--- src/rtl/ropuf_resp_gen_if.sv ---
// Handshake and data bundle for the RO-PUF response generator.
// The slave modport is the generator; the master modport is whoever requests
// evaluations and consumes responses.
interface ropuf_resp_gen_if #(
  parameter int COUNT_W = 4,
  parameter int N_BITS  = 8
);
  localparam int CNT_W = $clog2(N_BITS + 1);

  logic                        start;
  logic [N_BITS*COUNT_W-1:0]   count_a;
  logic [N_BITS*COUNT_W-1:0]   count_b;
  logic                        busy;
  logic                        resp_valid;
  logic                        resp_ready;
  logic [N_BITS-1:0]           response;
  logic [N_BITS-1:0]           unstable;
  logic [CNT_W-1:0]            unstable_cnt;

  modport master (
    output start, count_a, count_b, resp_ready,
    input  busy, resp_valid, response, unstable, unstable_cnt
  );

  modport slave (
    input  start, count_a, count_b, resp_ready,
    output busy, resp_valid, response, unstable, unstable_cnt
  );
endinterface

--- src/rtl/ropuf_resp_gen.sv ---
// Ring-oscillator PUF response generator: snapshots N_BITS counter pairs on
// start, compares one pair per cycle, flags pairs within MARGIN as unstable and
// offers the response word over a valid/ready handshake.
module ropuf_resp_gen #(
  parameter int COUNT_W = 4,
  parameter int N_BITS  = 8,
  parameter int MARGIN  = 0
) (
  input  logic               clk,
  input  logic               reset,
  ropuf_resp_gen_if.slave    bus
);

  localparam int CNT_W = $clog2(N_BITS + 1);
  localparam int IDX_W = (N_BITS > 1) ? $clog2(N_BITS) : 1;
  localparam logic [COUNT_W:0]   MARGIN_V = (COUNT_W + 1)'(MARGIN);
  localparam logic [IDX_W-1:0]   IDX_LAST = IDX_W'(N_BITS - 1);

  typedef enum logic [1:0] {
    IDLE,
    EVAL,
    HOLD
  } state_t;

  state_t                    state_q, state_d;
  logic [IDX_W-1:0]          idx_q, idx_d;
  logic [N_BITS*COUNT_W-1:0] snap_a_q, snap_a_d;
  logic [N_BITS*COUNT_W-1:0] snap_b_q, snap_b_d;
  logic [N_BITS-1:0]         response_q, response_d;
  logic [N_BITS-1:0]         unstable_q, unstable_d;
  logic [CNT_W-1:0]          ucnt_q, ucnt_d;
  logic                      busy_q, busy_d;
  logic                      valid_q, valid_d;

  logic [COUNT_W-1:0]        cur_a, cur_b;
  logic [COUNT_W:0]          diff;
  logic                      pair_gt;
  logic                      pair_unst;

  // Compare the snapshot pair selected by idx; the difference is taken in the
  // non-negative direction with one extra bit so it never wraps.
  always_comb begin
    cur_a     = snap_a_q[idx_q*COUNT_W +: COUNT_W];
    cur_b     = snap_b_q[idx_q*COUNT_W +: COUNT_W];
    pair_gt   = (cur_a > cur_b);
    if (pair_gt) begin
      diff = {1'b0, cur_a} - {1'b0, cur_b};
    end else begin
      diff = {1'b0, cur_b} - {1'b0, cur_a};
    end
    pair_unst = (diff <= MARGIN_V);
  end

  // Next-state and datapath updates for IDLE -> EVAL -> HOLD.
  always_comb begin
    state_d    = state_q;
    idx_d      = idx_q;
    snap_a_d   = snap_a_q;
    snap_b_d   = snap_b_q;
    response_d = response_q;
    unstable_d = unstable_q;
    ucnt_d     = ucnt_q;

    unique case (state_q)
      IDLE: begin
        if (bus.start) begin
          snap_a_d   = bus.count_a;
          snap_b_d   = bus.count_b;
          response_d = '0;
          unstable_d = '0;
          ucnt_d     = '0;
          idx_d      = '0;
          state_d    = EVAL;
        end
      end
      EVAL: begin
        response_d[idx_q] = pair_gt;
        unstable_d[idx_q] = pair_unst;
        ucnt_d            = ucnt_q + CNT_W'(pair_unst);
        if (idx_q == IDX_LAST) begin
          idx_d   = '0;
          state_d = HOLD;
        end else begin
          idx_d = idx_q + IDX_W'(1);
        end
      end
      HOLD: begin
        if (bus.resp_ready) begin
          state_d = IDLE;
        end
      end
      default: state_d = IDLE;
    endcase

    busy_d  = (state_d != IDLE);
    valid_d = (state_d == HOLD);
  end

  // State register with asynchronous active-low clear of all state and outputs.
  always_ff @(posedge clk or negedge reset) begin
    if (!reset) begin
      state_q    <= IDLE;
      idx_q      <= '0;
      snap_a_q   <= '0;
      snap_b_q   <= '0;
      response_q <= '0;
      unstable_q <= '0;
      ucnt_q     <= '0;
      busy_q     <= 1'b0;
      valid_q    <= 1'b0;
    end else begin
      state_q    <= state_d;
      idx_q      <= idx_d;
      snap_a_q   <= snap_a_d;
      snap_b_q   <= snap_b_d;
      response_q <= response_d;
      unstable_q <= unstable_d;
      ucnt_q     <= ucnt_d;
      busy_q     <= busy_d;
      valid_q    <= valid_d;
    end
  end

  assign bus.busy         = busy_q;
  assign bus.resp_valid   = valid_q;
  assign bus.response     = response_q;
  assign bus.unstable     = unstable_q;
  assign bus.unstable_cnt = ucnt_q;

endmodule

--- src/flat_wrapper.sv ---
// flat-port wrapper written by rule: the top's interface ports become plain ports
module ropuf_resp_gen_flat 
#(
  parameter int COUNT_W = 4,
  parameter int N_BITS  = 8,
  parameter int MARGIN  = 0
)
  (clk, reset, bus_start, bus_count_a, bus_count_b, bus_resp_ready, bus_busy, bus_resp_valid, bus_response, bus_unstable, bus_unstable_cnt);
  ropuf_resp_gen_if #(.COUNT_W(COUNT_W), .N_BITS(N_BITS)) bus_i ();
  input  logic clk;
  input  logic reset;
  input wire logic [$bits(bus_i.start)-1:0] bus_start;
  input wire logic [$bits(bus_i.count_a)-1:0] bus_count_a;
  input wire logic [$bits(bus_i.count_b)-1:0] bus_count_b;
  input wire logic [$bits(bus_i.resp_ready)-1:0] bus_resp_ready;
  output wire logic [$bits(bus_i.busy)-1:0] bus_busy;
  output wire logic [$bits(bus_i.resp_valid)-1:0] bus_resp_valid;
  output wire logic [$bits(bus_i.response)-1:0] bus_response;
  output wire logic [$bits(bus_i.unstable)-1:0] bus_unstable;
  output wire logic [$bits(bus_i.unstable_cnt)-1:0] bus_unstable_cnt;
  assign bus_i.start = bus_start;
  assign bus_i.count_a = bus_count_a;
  assign bus_i.count_b = bus_count_b;
  assign bus_i.resp_ready = bus_resp_ready;
  assign bus_busy = bus_i.busy;
  assign bus_resp_valid = bus_i.resp_valid;
  assign bus_response = bus_i.response;
  assign bus_unstable = bus_i.unstable;
  assign bus_unstable_cnt = bus_i.unstable_cnt;
  ropuf_resp_gen #(.COUNT_W(COUNT_W), .N_BITS(N_BITS), .MARGIN(MARGIN)) u_core (.clk(clk), .reset(reset), .bus(bus_i));
endmodule
--- config.mk ---
export PLATFORM = sky130hd
export DESIGN_NAME = ropuf_resp_gen_flat
export DESIGN_NICKNAME = d
export VERILOG_FILES = /design/src/rtl/ropuf_resp_gen_if.sv /design/src/rtl/ropuf_resp_gen.sv /design/src/flat_wrapper.sv
export SDC_FILE = /design/constraint.sdc
export NUM_CORES = 1
export LEC_CHECK = 0
export CAP_MARGIN = 5
export CORE_AREA = 5 5 105 126
export DETAILED_ROUTE_END_ITERATION = 8
export DIE_AREA = 0 0 110 131
export HOLD_SLACK_MARGIN = 0.15
export MAX_ROUTING_LAYER = met4
export PLACE_DENSITY = 0.59
export RECOVER_POWER = 50
export SLEW_MARGIN = 20
export SYNTH_ARGS = -nofsm -noshare
export SYNTH_HDL_FRONTEND = slang
export SYNTH_SLANG_ARGS = --single-unit
--- constraint.sdc ---
create_clock -name clk -period 4.95 [get_ports clk]
set_input_delay 1.2375 -clock clk [delete_from_list [all_inputs] [get_ports clk]]
set_output_delay 1.2375 -clock clk [all_outputs]
set_load 0.005 [all_outputs]
# Yosys cells after proc, flatten, opt, wreduce, memory -nomap -nowiden
# Index checks and enable logic that the tools add are counted.
# W data, S select, Z words.
# totals
reg_bits	91
out_inout_bits	22
inputBits	68
# op_classes
n_shift	2
eq_ne	5
addsub	4
n_mux	17
magnitude_cmp	4
reduce_logical	6
# ops
op	n
$shiftx A32 B6 Y4	2
$pmux W8 S2	2
$bwmux W8	2
$sub A4 B4 Y5	2
$mux W8	1
$pmux W4 S2	1
$mux W2	3
$mux W3	2
$pmux W2 S3	1
$pmux W3 S2	1
$le A5 B1 Y1 const B	1
$mux W5	1
$add A4 B1 Y4	1
$eq A2 B2 Y1 const B	2
$gt A4 B4 Y1	1
$lt A3 B4 Y1 const B	1
$mux W4	1
$reduce_and A2 Y1	2
$reduce_bool A2 Y1	2
$add A3 B1 Y3 const B	1
$demux W1 S3	1
$eq A3 B3 Y1 const B	1
$ge A3 B1 Y1 const B	1
$eq A2 B1 Y1 const B	1
4 further kinds	4

# Depth between registers and ports, before layout
# Gate-level depths: netlist of the first run.
# logic_depth
ltp_word	6
mapped_depth	16
ltp_nobuf	14

# Worst setup path after synthesis of the first run
# Ideal clock, no wire load.
# synth_path
path_type	flip-flop to flip-flop
from	register u_core.idx_q[0]
to	register u_core.ucnt_q[1], in the netlist u_core.bus.unstable_cnt[1]
setup_ps	121
path_slack_ps	1845
stages_incl_launch_ff	13
period_less_slack_ps	3105
arrival_ps	2984
cell_sequence	dfrtp_1 -> buf_6 -> mux4_2 -> mux2i_4 -> inv_2 -> ha_1 -> and2_1 -> o211a_1 -> o211ai_2 -> inv_1 -> ha_1 -> ha_1 -> a22o_1
# synth_via
elab_chain_len	6
elab_cells_between_ends	9
# synth_lines
item	line	text
start, declared	ropuf_resp_gen.sv:26	logic [IDX_W-1:0] idx_q, idx_d;
start signal, assigned	ropuf_resp_gen.sv:113	idx_q <= idx_d;
$shiftx A32 B6 Y4 (on tied branches)	ropuf_resp_gen.sv:44, ropuf_resp_gen.sv:43	
$sub A4 B4 Y5 (tied with other cells)	ropuf_resp_gen.sv:49	diff = {1'b0, cur_b} - {1'b0, cur_a};
$mux W5 (*)	ropuf_resp_gen.sv:46	if (pair_gt) begin
$le A5 B1 Y1 (*)	ropuf_resp_gen.sv:51	pair_unst = (diff <= MARGIN_V);
$add A4 B1 Y4 (*)	ropuf_resp_gen.sv:79	ucnt_d = ucnt_q + CNT_W'(pair_unst);
$pmux W4 S2 (*)	ropuf_resp_gen.sv:64	unique case (state_q)
end signal, assigned	ropuf_resp_gen.sv:118	ucnt_q <= ucnt_d;
end, declared	ropuf_resp_gen.sv:31	logic [CNT_W-1:0] ucnt_q, ucnt_d;
# Every way passes the cells marked *; elsewhere a longest branch is shown, timed or not.
# A chain may end at the register's enable or synchronous reset.

# Final worst setup path of the first run
# layout_path
from	register u_core.idx_q[1]
to	register u_core.ucnt_q[1], in the netlist u_core.bus.unstable_cnt[1]
# The elaborated chain is that of the path after synthesis.

==> results of run 1 <==
==> through the flow <==
| step | setup WS, ns | util | area, um2 | total power [mW] |
|---|---|---|---|---|
| detailed placement | 1.04 | 0.450 | 5370 | 3.09 |
| global route | 0.788 | 0.472 | 5640 | 4.00 |
| global placement | 1.25 | 0.450 | 5370 | 3.01 |
| CTS | 1.02 | 0.472 | 5640 | 3.72 |
| floorplan | 1.85 | - | 4400 | 2.57 |
| finish | 1.15 | 0.472 | 5640 | 3.66 |
==> final timing paths <==
| check | end | cells past startpoint | from |
|---|---|---|---|
| setup / recovery | u_core.bus.unstable_cnt[1]$_DFFE_PN0P_ | 11 | u_core.idx_q[1]$_DFFE_PN0P_ |
| hold / removal | u_core.snap_b_q[3]$_DFFE_PN0P_ | 2 | u_core.snap_b_q[3]$_DFFE_PN0P_ |
| setup reg to reg | u_core.bus.unstable_cnt[1]$_DFFE_PN0P_ | 11 | u_core.idx_q[1]$_DFFE_PN0P_ |
| hold reg to reg | u_core.snap_b_q[3]$_DFFE_PN0P_ | 2 | u_core.snap_b_q[3]$_DFFE_PN0P_ |
| max in group asynchronous | u_core.idx_q[2]$_DFFE_PN0P_ | 2 | reset |
| min in group asynchronous | u_core.snap_a_q[13]$_DFFE_PN0P_ | 1 | reset |
==> metal layers <==
layer	GRT usage	wire length [um]	up-vias
met5	-	0	-
met4	0.0829	225	0
met3	0.0182	326	13
met2	0.263	5300	71
met1	0.198	4480	1668
li1	-	-	1732
==> cells by family after synthesis <==
kind of cell / count (synthesis) / synth area share
buffers and inverters: 35 / 0.0421
multiplexers: 18 / 0.0674
adder cells (fa/ha/maj): 12 / 0.0341
flip-flops: 91 / 0.517
AND/OR/NAND/NOR: 255 / 0.238
AO/OA/AOI/OAI: 62 / 0.101
==> layout make-up <==
type                            instances  area share
Inverter                                9     0.00599
Multi-Input combinational cell        347       0.345
Tap cell                              161      0.0357
Clock buffer                           13      0.0444
Clock inverter                          2     0.00222
Timing Repair Buffer                   93       0.162
Sequential cell                        91       0.404
==> worst max-delay path: stages, from the launching register on <==
cell      delay (ns)
dfrtp_1         0.99
nor2_1          0.28
a22o_1          0.32
a221o_1         0.30
ha_1            0.33
o21ai_1         0.18
o31ai_1         0.12
o211ai_2        0.38
inv_1           0.09
ha_1            0.21
ha_1            0.27
a22o_1          0.21
==> cell usage in the layout (no fill, tap or decap), types with 7 or more instances in the layout <==
cell type        Yosys  final
a22o_1               7      7
clkbuf_16            0      9
clkdlybuf4s50_1      0     82
dfrtp_1             91     90
ha_1                12     12
nand2_1            205    204
nand3_1             23     23
nor2b_1              8      8
o21ai_1             22     20
==> sequential cells by signal, summed over array words and instances (netlist names) <==
signal and flops:
u_core.snap_a_q 32, u_core.state_q 2, u_core.idx_q 3, u_core.bus.unstable 8, u_core.bus.response 8, u_core.bus.busy 1
u_core.bus.unstable_cnt 4, u_core.snap_b_q 32, u_core.bus.resp_valid 1
==> report_power, final <==
part           internal [mW]  switching, mW  leakage (nW)
combinational          0.787          0.927          1.40
sequential              1.06          0.276          1.15
clock                  0.351          0.261         0.126
total                   2.20           1.46          2.68
==> summary.txt, run 1 <==
Floorplanning
  • Core Area: 11900 um2
  • Num ports: 90
  • Die area: roughly 14000 um2
  • Die height: roughly 130 um
  • # rows: 44
  • Die Wd: roughly 110 um
  • Initial Util: 0.368

Finish
  • Antenna cell count: 0
  • Area growth, synth to finish: 28.0%
  • # fillers: 1184
  • Ratio of cells with drive above 1 in the final layout: 0.0757
  • Final #Nets: 631
  • Multi-input gate area: a little under 2000 um2
  • Fin cells: about 720
  • Register area: ~2300 um2

Clock tree
  • Cts repair resizes: 0
  • CTS max path bufs: 2
  • Clk slew on worst S/H paths: ~0.060 ns
  • Clk_lat worst skew: roughly 0.34 ns
  • CTS tree: done
  • H-Tree Level Count: 3
  • Postcts setup bufs: 0
  • Number of buffers created by CTS: 9
  • TritonCTS Sinks: slightly above 90
  • CTS root buf: clkbuf_16
  • Post-CTS Hold Fix Bufs: 0

Min path
  • Hold Path Class: reg2reg

Worst setup path
  • CP max FO: 28
  • Critical path startpoint category: flip-flop
  • Arrival time worst endpoint: 4.02 ns
  • Critical path class: reg2reg
  • CP required: between 5 and 6 ns
  • Internal reg-to-reg setup slack: approximately 1.2 ns
  • Crit end category: flip-flop

STA
  • FMAX: 0.263 GHz
  • Fin crit share: 0.767
  • Unrepaired setup endpoints after global routing: no
  • Final TNS setup: 0 ns
  • Slew @ Worst Pin: 2.78 ns
  • Final Slew Violations: 54
  • Hold Fails Final Rpt: 0
  • Clk_skew: just under 0.005 ns
  • Final setup violation count: 0
  • Slew Limit Headroom: -0.853
  • Tmin final: approximately 3.8 ns
  • Worst hold slack: around 0.47 ns

Synth
  • Sequential share of the synthesized area: 0.517
  • Post-synthesis cell count: approximately 470
  • Ys Warns: 0
  • Cell taking the most area after synthesis: dfrtp_1
  • Netlist cell types: 45
  • Post-synth top area share: 0.517
  • Post-synth EDFFs: 0
  • Yosys reg bits: 91
  • Syn Area/Cell: 9.31 um2
  • Asr flop ratio synth: 1.00
  • Top area cells in the synthesized netlist: dfrtp_1 (52%), nand2_1 (17%), ha_1 (3.4%)
  • Most instantiated cells after synthesis: nand2_1 (205), dfrtp_1 (91), nand3_1 (23), o21ai_1 (22), buf_2 (19)
  • Main synth FF type: dfrtp_1
  • Count leader, synth: nand2_1
  • Syn Nets: 553
  • Synthesized area: roughly 4400 um2

Place
  • RD Place Congestion: approximately 0.83
  • PortBufs: 89
  • Detail Placement HPWL: roughly 7700 um
  • Placed Cells: around 700

Detailed routing
  • # DRC: 0
  • Drt pass-1 iters: 4
  • Antenna-violating nets left: 0
  • Total Wirelength: between 10000 and 15000 um
  • Via count: ~3500
  • Routed wire length per instance: 14.4 um
  • DR iter-0 viols: ~170
  • Via-per-instance ratio: slightly below 5

Run
  • Total of max-cap violations: 1

Outcome
  • Status: finished with violations
  • Failing checks: max-capacitance violations, max-slew violations

Global route
  • Global route overflow: 0
  • First-pass GRT wire length: ~17000 um
  • Largest net degree at the start of global routing: 65
  • Vias in the first global route: approximately 3600
  • GRT Util Overall: 0.162
  • Initial antenna violation count: 0

Power
  • LEAKAGE: roughly 2.7 nW
  • Worst vdd rail ir drop: roughly 270 uV
  • Power per Cell Area: 650 nW/um2
Power figures use the tool's default switching activity.
==> run 2: changes to the inputs <==
- clock period: 4.95 -> 3.63 ns (I/O delays scaled with it)
==> run 2 against run 1 <==
The flow still finishes with violations (max-capacitance violations, max-slew violations). Sequential power up 34%. Wire length up 1.8%. Cell area up 1.3%. Clock skew up 0.0033 ns. Largest power group unchanged.
==> summary.txt, run 2 (synthesized netlist as in run 1, its figures left out) <==
Clock tree
  • TritonCTS Sinks: 91 (unchanged)
  • CTS max path bufs: 2 (unchanged)
  • H-Tree Level Count: 3 (unchanged)
  • Post-CTS Hold Fix Bufs: 0 (unchanged)
  • Clk_lat worst skew: 0.34 ns (about the same)
  • CTS root buf: clkbuf_16
  • Clk slew on worst S/H paths: 0.07 ns (about the same)
  • Number of buffers created by CTS: 9 (unchanged)
  • CTS tree: done

Worst setup path
  • Critical path startpoint category: flip-flop
  • Crit path buf inv count: 1 (unchanged)
  • Crit end category: flip-flop
  • Crit path max-delay family: compound AO/OA/AOI/OAI gates
  • Arrival time worst endpoint: 3.58 ns (-0.44 ns)
  • CP max-delay cell: dfrtp_2
  • Critical-path cell list: mux2_4 > a22o_1 > a221o_1 > ha_1 > o21ai_1 > o31ai_1 > o211ai_2 > inv_1 > ha_1 > ha_1 > a22o_1
  • Most Frequent Cell on Critical Path: ha_1
  • CP required: 3.86 ns (-1.31 ns)
  • CP max FO: 20 (-29%)
  • Worst path max stage delay: 0.61 ns (-0.38 ns)
  • Critical path class: reg2reg

STA
  • FMAX: 0.299 GHz (+13%)
  • Final Slew Violations: 92 (+70%)
  • Clk_skew: 0.00812 ns (+0.00332 ns)
  • Unrepaired setup endpoints after global routing: no
  • Slew Limit Headroom: -0.446 (+0.407)
  • Slew @ Worst Pin: 2.17 ns (-0.611 ns)
  • Hold Fails Final Rpt: 0 (unchanged)
  • Fin crit share: 0.922 (+0.155)
  • Tmin final: 3.35 ns (-0.449 ns)
  • Final setup violation count: 0 (unchanged)
  • Final TNS setup: 0 ns (unchanged)

Floorplanning
  • Num ports: 90 (unchanged)
  • Die Wd: 110 um (unchanged)
  • Die area: 14400 um2 (unchanged)
  • Initial Util: 0.368 (unchanged)
  • Die height: 131 um (unchanged)
  • # rows: 44 (unchanged)
  • Core Area: 11900 um2 (unchanged)

Finish
  • Ratio of cells with drive above 1 in the final layout: 0.0959 (+0.0202)
  • Final #Nets: 639 (+1.3%)
  • Top flop regs: u_core.snap_a_q: 32 flops, u_core.snap_b_q: 32 flops
  • Commonest non-fill, non-tap cell in the layout: nand2_1
  • Antenna cell count: 0 (unchanged)
  • Fin cells: 724 (+1.1%)
  • Area growth, synth to finish: 29.7%
  • Most frequent cells in the layout: nand2_1 (205), dfrtp_1 (88), clkdlybuf4s50_1 (87), nand3_1 (23), o21ai_1 (22)

Global route
  • First-pass GRT wire length: 17600 um (+1.5%)
  • Global route overflow: 0 (unchanged)
  • Vias in the first global route: 3690 (+1.8%)
  • GRT Util Overall: 0.163 (+0.00170)
  • Initial antenna violation count: 0 (unchanged)
  • Largest net degree at the start of global routing: 92 (+42%)

Outcome
  • Failing checks: max-capacitance violations, max-slew violations
  • Status: finished with violations

Power
  • Sw Ratio: 0.399 (about the same)
  • Seq pwr share: 0.354 (-0.011)
  • LEAKAGE: 2.72 nW (+1.3%)
  • Comb power frac: 0.479 (+0.011)
  • Worst vdd rail ir drop: 320 uV (+18%)
  • Power per Cell Area: 891 nW/um2 (+37%)
  • Power, Total: 5.09 mW (+39%)
  • Part of the power in the clock network: 0.167 (about the same)
  • Net Switching: 2.03 mW (+39%)
  • Pint: 3.05 mW (+39%)

Detailed routing
  • Total Wirelength: 10500 um (+1.8%)
  • Via-per-instance ratio: 4.90 (+0.63%)
  • Via count: 3545 (+1.8%)
  • Routed wire length per instance: 14.5 um (+0.72%)
  • DR iter-0 viols: 131 (-23%)
  • # DRC: 0 (unchanged)
  • Drt pass-1 iters: 5 (+1)
  • Antenna-violating nets left: 0 (unchanged)

Place
  • Detail Placement HPWL: 7870 um (+1.8%)
  • RD Place Congestion: 0.832 (about the same)
  • Placed Cells: 709 (+1.1%)
  • PortBufs: 89 (unchanged)

Min path
  • Hold Path Class: reg2reg

Run
  • Total of max-cap violations: 1 (unchanged)
==> run 2: cell count changes in the layout (fill, tap and decap cells not counted), moves of 2 or more <==
cell	previous run	this run
o21ai_0	3	1
o21ai_1	20	22
buf_4	4	9
clkbuf_1	4	1
dfrtp_1	90	88
dlygate4sd3_1	6	1
dfrtp_2	1	3
clkdlybuf4s50_1	82	87
clkinv_2	1	3
==> run 2: worst paths after layout <==
| path | start | end | slack, ns | depth (start not counted) |
|---|---|---|---|---|
| worst max-delay path | u_core.idx_q[2]$_DFFE_PN0P_ | u_core.bus.unstable_cnt[1]$_DFFE_PN0P_ | 0.28 | 11 |
| min in group asynchronous | reset | u_core.snap_a_q[4]$_DFFE_PN0P_ | 1.31 | 2 |
| worst min-delay path | u_core.snap_b_q[1]$_DFFE_PN0P_ | u_core.snap_b_q[1]$_DFFE_PN0P_ | 0.48 | 2 |
| worst min register to register | u_core.snap_b_q[1]$_DFFE_PN0P_ | u_core.snap_b_q[1]$_DFFE_PN0P_ | 0.48 | 2 |
| max in group asynchronous | reset | u_core.idx_q[2]$_DFFE_PN0P_ | 0.90 | 2 |
| worst max register to register | u_core.idx_q[2]$_DFFE_PN0P_ | u_core.bus.unstable_cnt[1]$_DFFE_PN0P_ | 0.28 | 11 |
==> run 2: worst min-delay path: stages, from the launching register on <==
cell and delay [ns]:
dfrtp_1 0.33, nand2_1 0.06, nand2_1 0.06
==> run 2: timing repair <==
action,CTS,global route
endpoints found under the setup margin,0,2
setup buffers,0,0
gates resized for setup,0,3
endpoints found under the hold margin,0,0
==> run 2: area by class of cell <==
class                           count  area (um2)
Clock buffer                       10         239
Clock inverter                      5        30.0
Fill cell                        1169        6240
Inverter                            9        33.8
Multi-Input combinational cell    347        1940
Sequential cell                    91        2280
Tap cell                          161         201
Timing Repair Buffer              101         985
==> run 2: stage by stage <==
step | worst slack (ns) | hold WS (ns) | area [um2] | util
3_3_place_gp | 0.206 | 0.460 | 5460 | 0.457
5_1_grt | 0.0809 | 0.504 | 5710 | 0.478
4_1_cts | 0.0548 | 0.481 | 5730 | 0.479
2_1_floorplan | 0.525 | 0.438 | 4400 | -
3_5_place_dp | 0.0436 | 0.463 | 5460 | 0.457
6_report | 0.282 | 0.477 | 5710 | 0.478
==> run 2: power by group through the flow <==
stage               clock (mW)  sequential [mW]  combinational [mW]
floorplan                    0             1.64                1.86
global placement             0             1.81                2.37
detailed placement           0             1.82                2.46
CTS                      0.875             1.81                2.47
global route             0.905             1.86                2.76
finish                   0.851             1.80                2.43
==> run 2: layer usage <==
layer | up-vias | part of all wire | wire, um | GRT usage
met5 | - | 0 | 0 | -
met4 | 0 | 0.023 | 247 | 0.0770
met3 | 19 | 0.044 | 468 | 0.0314
met2 | 93 | 0.51 | 5340 | 0.264
met1 | 1672 | 0.42 | 4470 | 0.196
li1 | 1761 | - | - | -
==> run 3: changes to the inputs <==
- CORE_AREA: 5 5 105 126 -> 5 5 94 140
- DIE_AREA: 0 0 110 131 -> 0 0 99 145
- GPL_TIMING_DRIVEN: not set -> 0
==> run 3 against run 2 <==
Sequential share of layout area down 0.78 points. The run still ends with max-capacitance violations, max-slew violations left. Clock-buffer cell count unchanged. Worst hold slack worse by 0.0098 ns. Die area down 0.38%. Maximum frequency down 1.4%. Non-clock buffer count up 15. Sequential power down 6%. Cell count up 1.1%.
==> summary.txt, run 3 (synthesized netlist as in run 1, its figures left out) <==
Clock tree
  • Clk_lat worst skew: 0.35 ns (about the same)
  • Number of buffers created by CTS: 9 (unchanged)
  • Clk slew on worst S/H paths: 0.07 ns (about the same)
  • TritonCTS Sinks: 91 (unchanged)
  • CTS max path bufs: 2 (unchanged)
  • CTS root buf: clkbuf_16
  • Post-CTS Hold Fix Bufs: 0 (unchanged)
  • CTS tree: done
  • H-Tree Level Count: 3 (unchanged)
  • Postcts setup bufs: 0 (unchanged)

Worst setup path
  • Crit end category: flip-flop
  • R2R depth: 12 (+1)
  • Internal reg-to-reg setup slack: 0.23 ns (-0.05 ns)
  • CP Launch Point: u_core.idx_q[0]$_DFFE_PN0P_
  • FF-to-FF Start: u_core.idx_q[0]$_DFFE_PN0P_
  • CP required: 3.87 ns (about the same)
  • CP max FO: 10 (-50%)
  • Worst r2r dst: u_core.bus.unstable_cnt[1]$_DFFE_PN0P_
  • Arrival time worst endpoint: 3.63 ns (+0.05 ns)
  • Critical path startpoint category: flip-flop
  • Critical path class: reg2reg

Floorplanning
  • # rows: 49 (+11%)
  • Num ports: 90 (unchanged)
  • Die height: 145 um (+11%)
  • Die Wd: 99 um (-10%)
  • Core Area: 11800 um2 (-0.95%)
  • Die area: 14400 um2 (-0.38%)
  • Initial Util: 0.372 (+0.00355)

Detailed routing
  • Total Wirelength: 11500 um (+9.8%)
  • DR iter-0 viols: 129 (-1.5%)
  • # DRC: 0 (unchanged)
  • Antenna-violating nets left: 0 (unchanged)
  • Drt pass-1 iters: 4 (-1)
  • Via-per-instance ratio: 4.95 (+1.1%)
  • Via count: 3625 (+2.3%)
  • Routed wire length per instance: 15.8 um (+8.6%)

Global route
  • Largest net degree at the start of global routing: 48 (-48%)
  • GRT Util Overall: 0.172 (+0.00912)
  • Initial antenna violation count: 0 (unchanged)
  • Global route overflow: 0 (unchanged)
  • Vias in the first global route: 3877 (+5.1%)
  • First-pass GRT wire length: 19000 um (+7.8%)

Finish
  • Top flop regs: u_core.snap_a_q: 32 flops, u_core.snap_b_q: 32 flops
  • Fin cells: 732 (+1.1%)
  • Finished Cell Area: 5810 um2 (+1.8%)
  • Antenna cell count: 0 (unchanged)
  • Final Core Density: 0.491 (+0.0134)
  • Final #Nets: 654 (+2.3%)
  • Ratio of cells with drive above 1 in the final layout: 0.107 (+0.0112)
  • Area growth, synth to finish: 32.1%
  • Commonest non-fill, non-tap cell in the layout: nand2_1
  • Most frequent cells in the layout: nand2_1 (205), dfrtp_1 (91), clkdlybuf4s50_1 (87), nand3_1 (23), o21ai_1 (20)

Power
  • Power per Cell Area: 915 nW/um2 (+2.8%)
  • Power, Total: 5.32 mW (+4.6%)
  • LEAKAGE: 2.78 nW (+2.2%)
  • Worst vdd rail ir drop: 335 uV (+4.7%)

Min path
  • Hold Crit Endpoint: u_core.snap_a_q[24]$_DFFE_PN0P_
  • Hold Crit Start: u_core.snap_a_q[24]$_DFFE_PN0P_
  • Worst Hold Depth: 2 (unchanged)
  • Hold Path Class: reg2reg

STA
  • Clk_skew: 0.00577 ns (-0.00236 ns)
  • Fin crit share: 0.935 (+0.0132)
  • Unrepaired setup endpoints after global routing: no
  • Slew @ Worst Pin: 2.71 ns (+0.546 ns)
  • Slew Limit Headroom: -0.810 (-0.364)
  • Final Slew Violations: 47 (-49%)
  • Hold Fails Final Rpt: 0 (unchanged)
  • FMAX: 0.295 GHz (-1.4%)
  • Final worst slack: 0.235 ns (-0.0478 ns)
  • Worst hold slack: 0.467 ns (-0.00975 ns)
  • Final setup violation count: 0 (unchanged)
  • Final TNS setup: 0 ns (unchanged)
  • Tmin final: 3.40 ns (+0.0478 ns)

Place
  • Detail Placement HPWL: 8760 um (+11%)
  • PortBufs: 89 (unchanged)
  • Instance area at placement: 5510 um2 (+0.92%)
  • Pre-CTS setup slack: 0.119 ns (+0.0752 ns)
  • RD Place Congestion: 0.833 (about the same)
  • Placed Cells: 716 (+0.99%)

Outcome
  • Status: finished with violations
  • Failing checks: max-capacitance violations, max-slew violations

Run
  • Total of max-cap violations: 1 (unchanged)
-- run 3: cell types whose count changed in the layout (fill, tap and decap cells not counted), sizes merged --
cell	previous run	this run
bufinv	0	1
clkbuf	13	15
clkinvlp	2	4
buf	10	23
clkinv	3	1
-- run 3: how the worst max path moves through the flow --
stage | to | slack (ns) | cells after the start
6_report | u_core.bus.unstable_cnt[1]$_DFFE_PN0P_ | 0.23 | 12
5_1_grt | u_core.bus.unstable_cnt[1]$_DFFE_PN0P_ | 0.03 | 12
4_1_cts | u_core.bus.unstable_cnt[1]$_DFFE_PN0P_ | 0.09 | 12
3_5_place_dp | u_core.bus.unstable_cnt[1]$_DFFE_PN0P_ | 0.12 | 12
3_3_place_gp | u_core.bus.busy$_DFF_PN0_ | -1.62 | 1
2_1_floorplan | u_core.bus.unstable_cnt[1]$_DFFE_PN0P_ | 0.53 | 12
-- run 3: layout make-up --
cell class,instances,area (um2)
buffer,26,148
clock buffer,10,239
clock inverter,6,65.1
fill,1167,6020
inverter,9,33.8
multi-input combinational,347,1950
sequential,91,2280
tap,153,191
timing repair buffer,90,912
-- run 3: per-layer routing --
layer  routed length [um]  up-vias  track usage
met1                 4600     1745        0.189
li1                     -     1790            -
met4                  261        0       0.0656
met2                 6340       71        0.312
met3                  342       19       0.0231
met5                    0        -            -
-- run 3: power by group --
group | leakage [nW] | switching [mW] | internal, mW
Combinational | 1.49 | 1.51 | 1.16
Sequential | 1.16 | 0.247 | 1.45
Clock | 0.137 | 0.402 | 0.551
Total | 2.78 | 2.16 | 3.16
-- run 3: timing repair --
| action | in CTS | in global routing |
|---|---|---|
| hold endpoints to repair | 0 | 0 |
| setup endpoints to repair | 0 | 2 |
| gates resized for setup | 0 | 1 |
-- run 3: critical path: stages (launching register included) --
cell	delay (ns)
dfrtp_1	0.42
buf_6	0.23
mux4_2	0.55
mux2i_4	0.19
inv_2	0.04
ha_1	0.36
and2_1	0.20
o211a_1	0.23
o211ai_4	0.29
inv_1	0.08
ha_1	0.21
ha_1	0.27
a22o_1	0.20
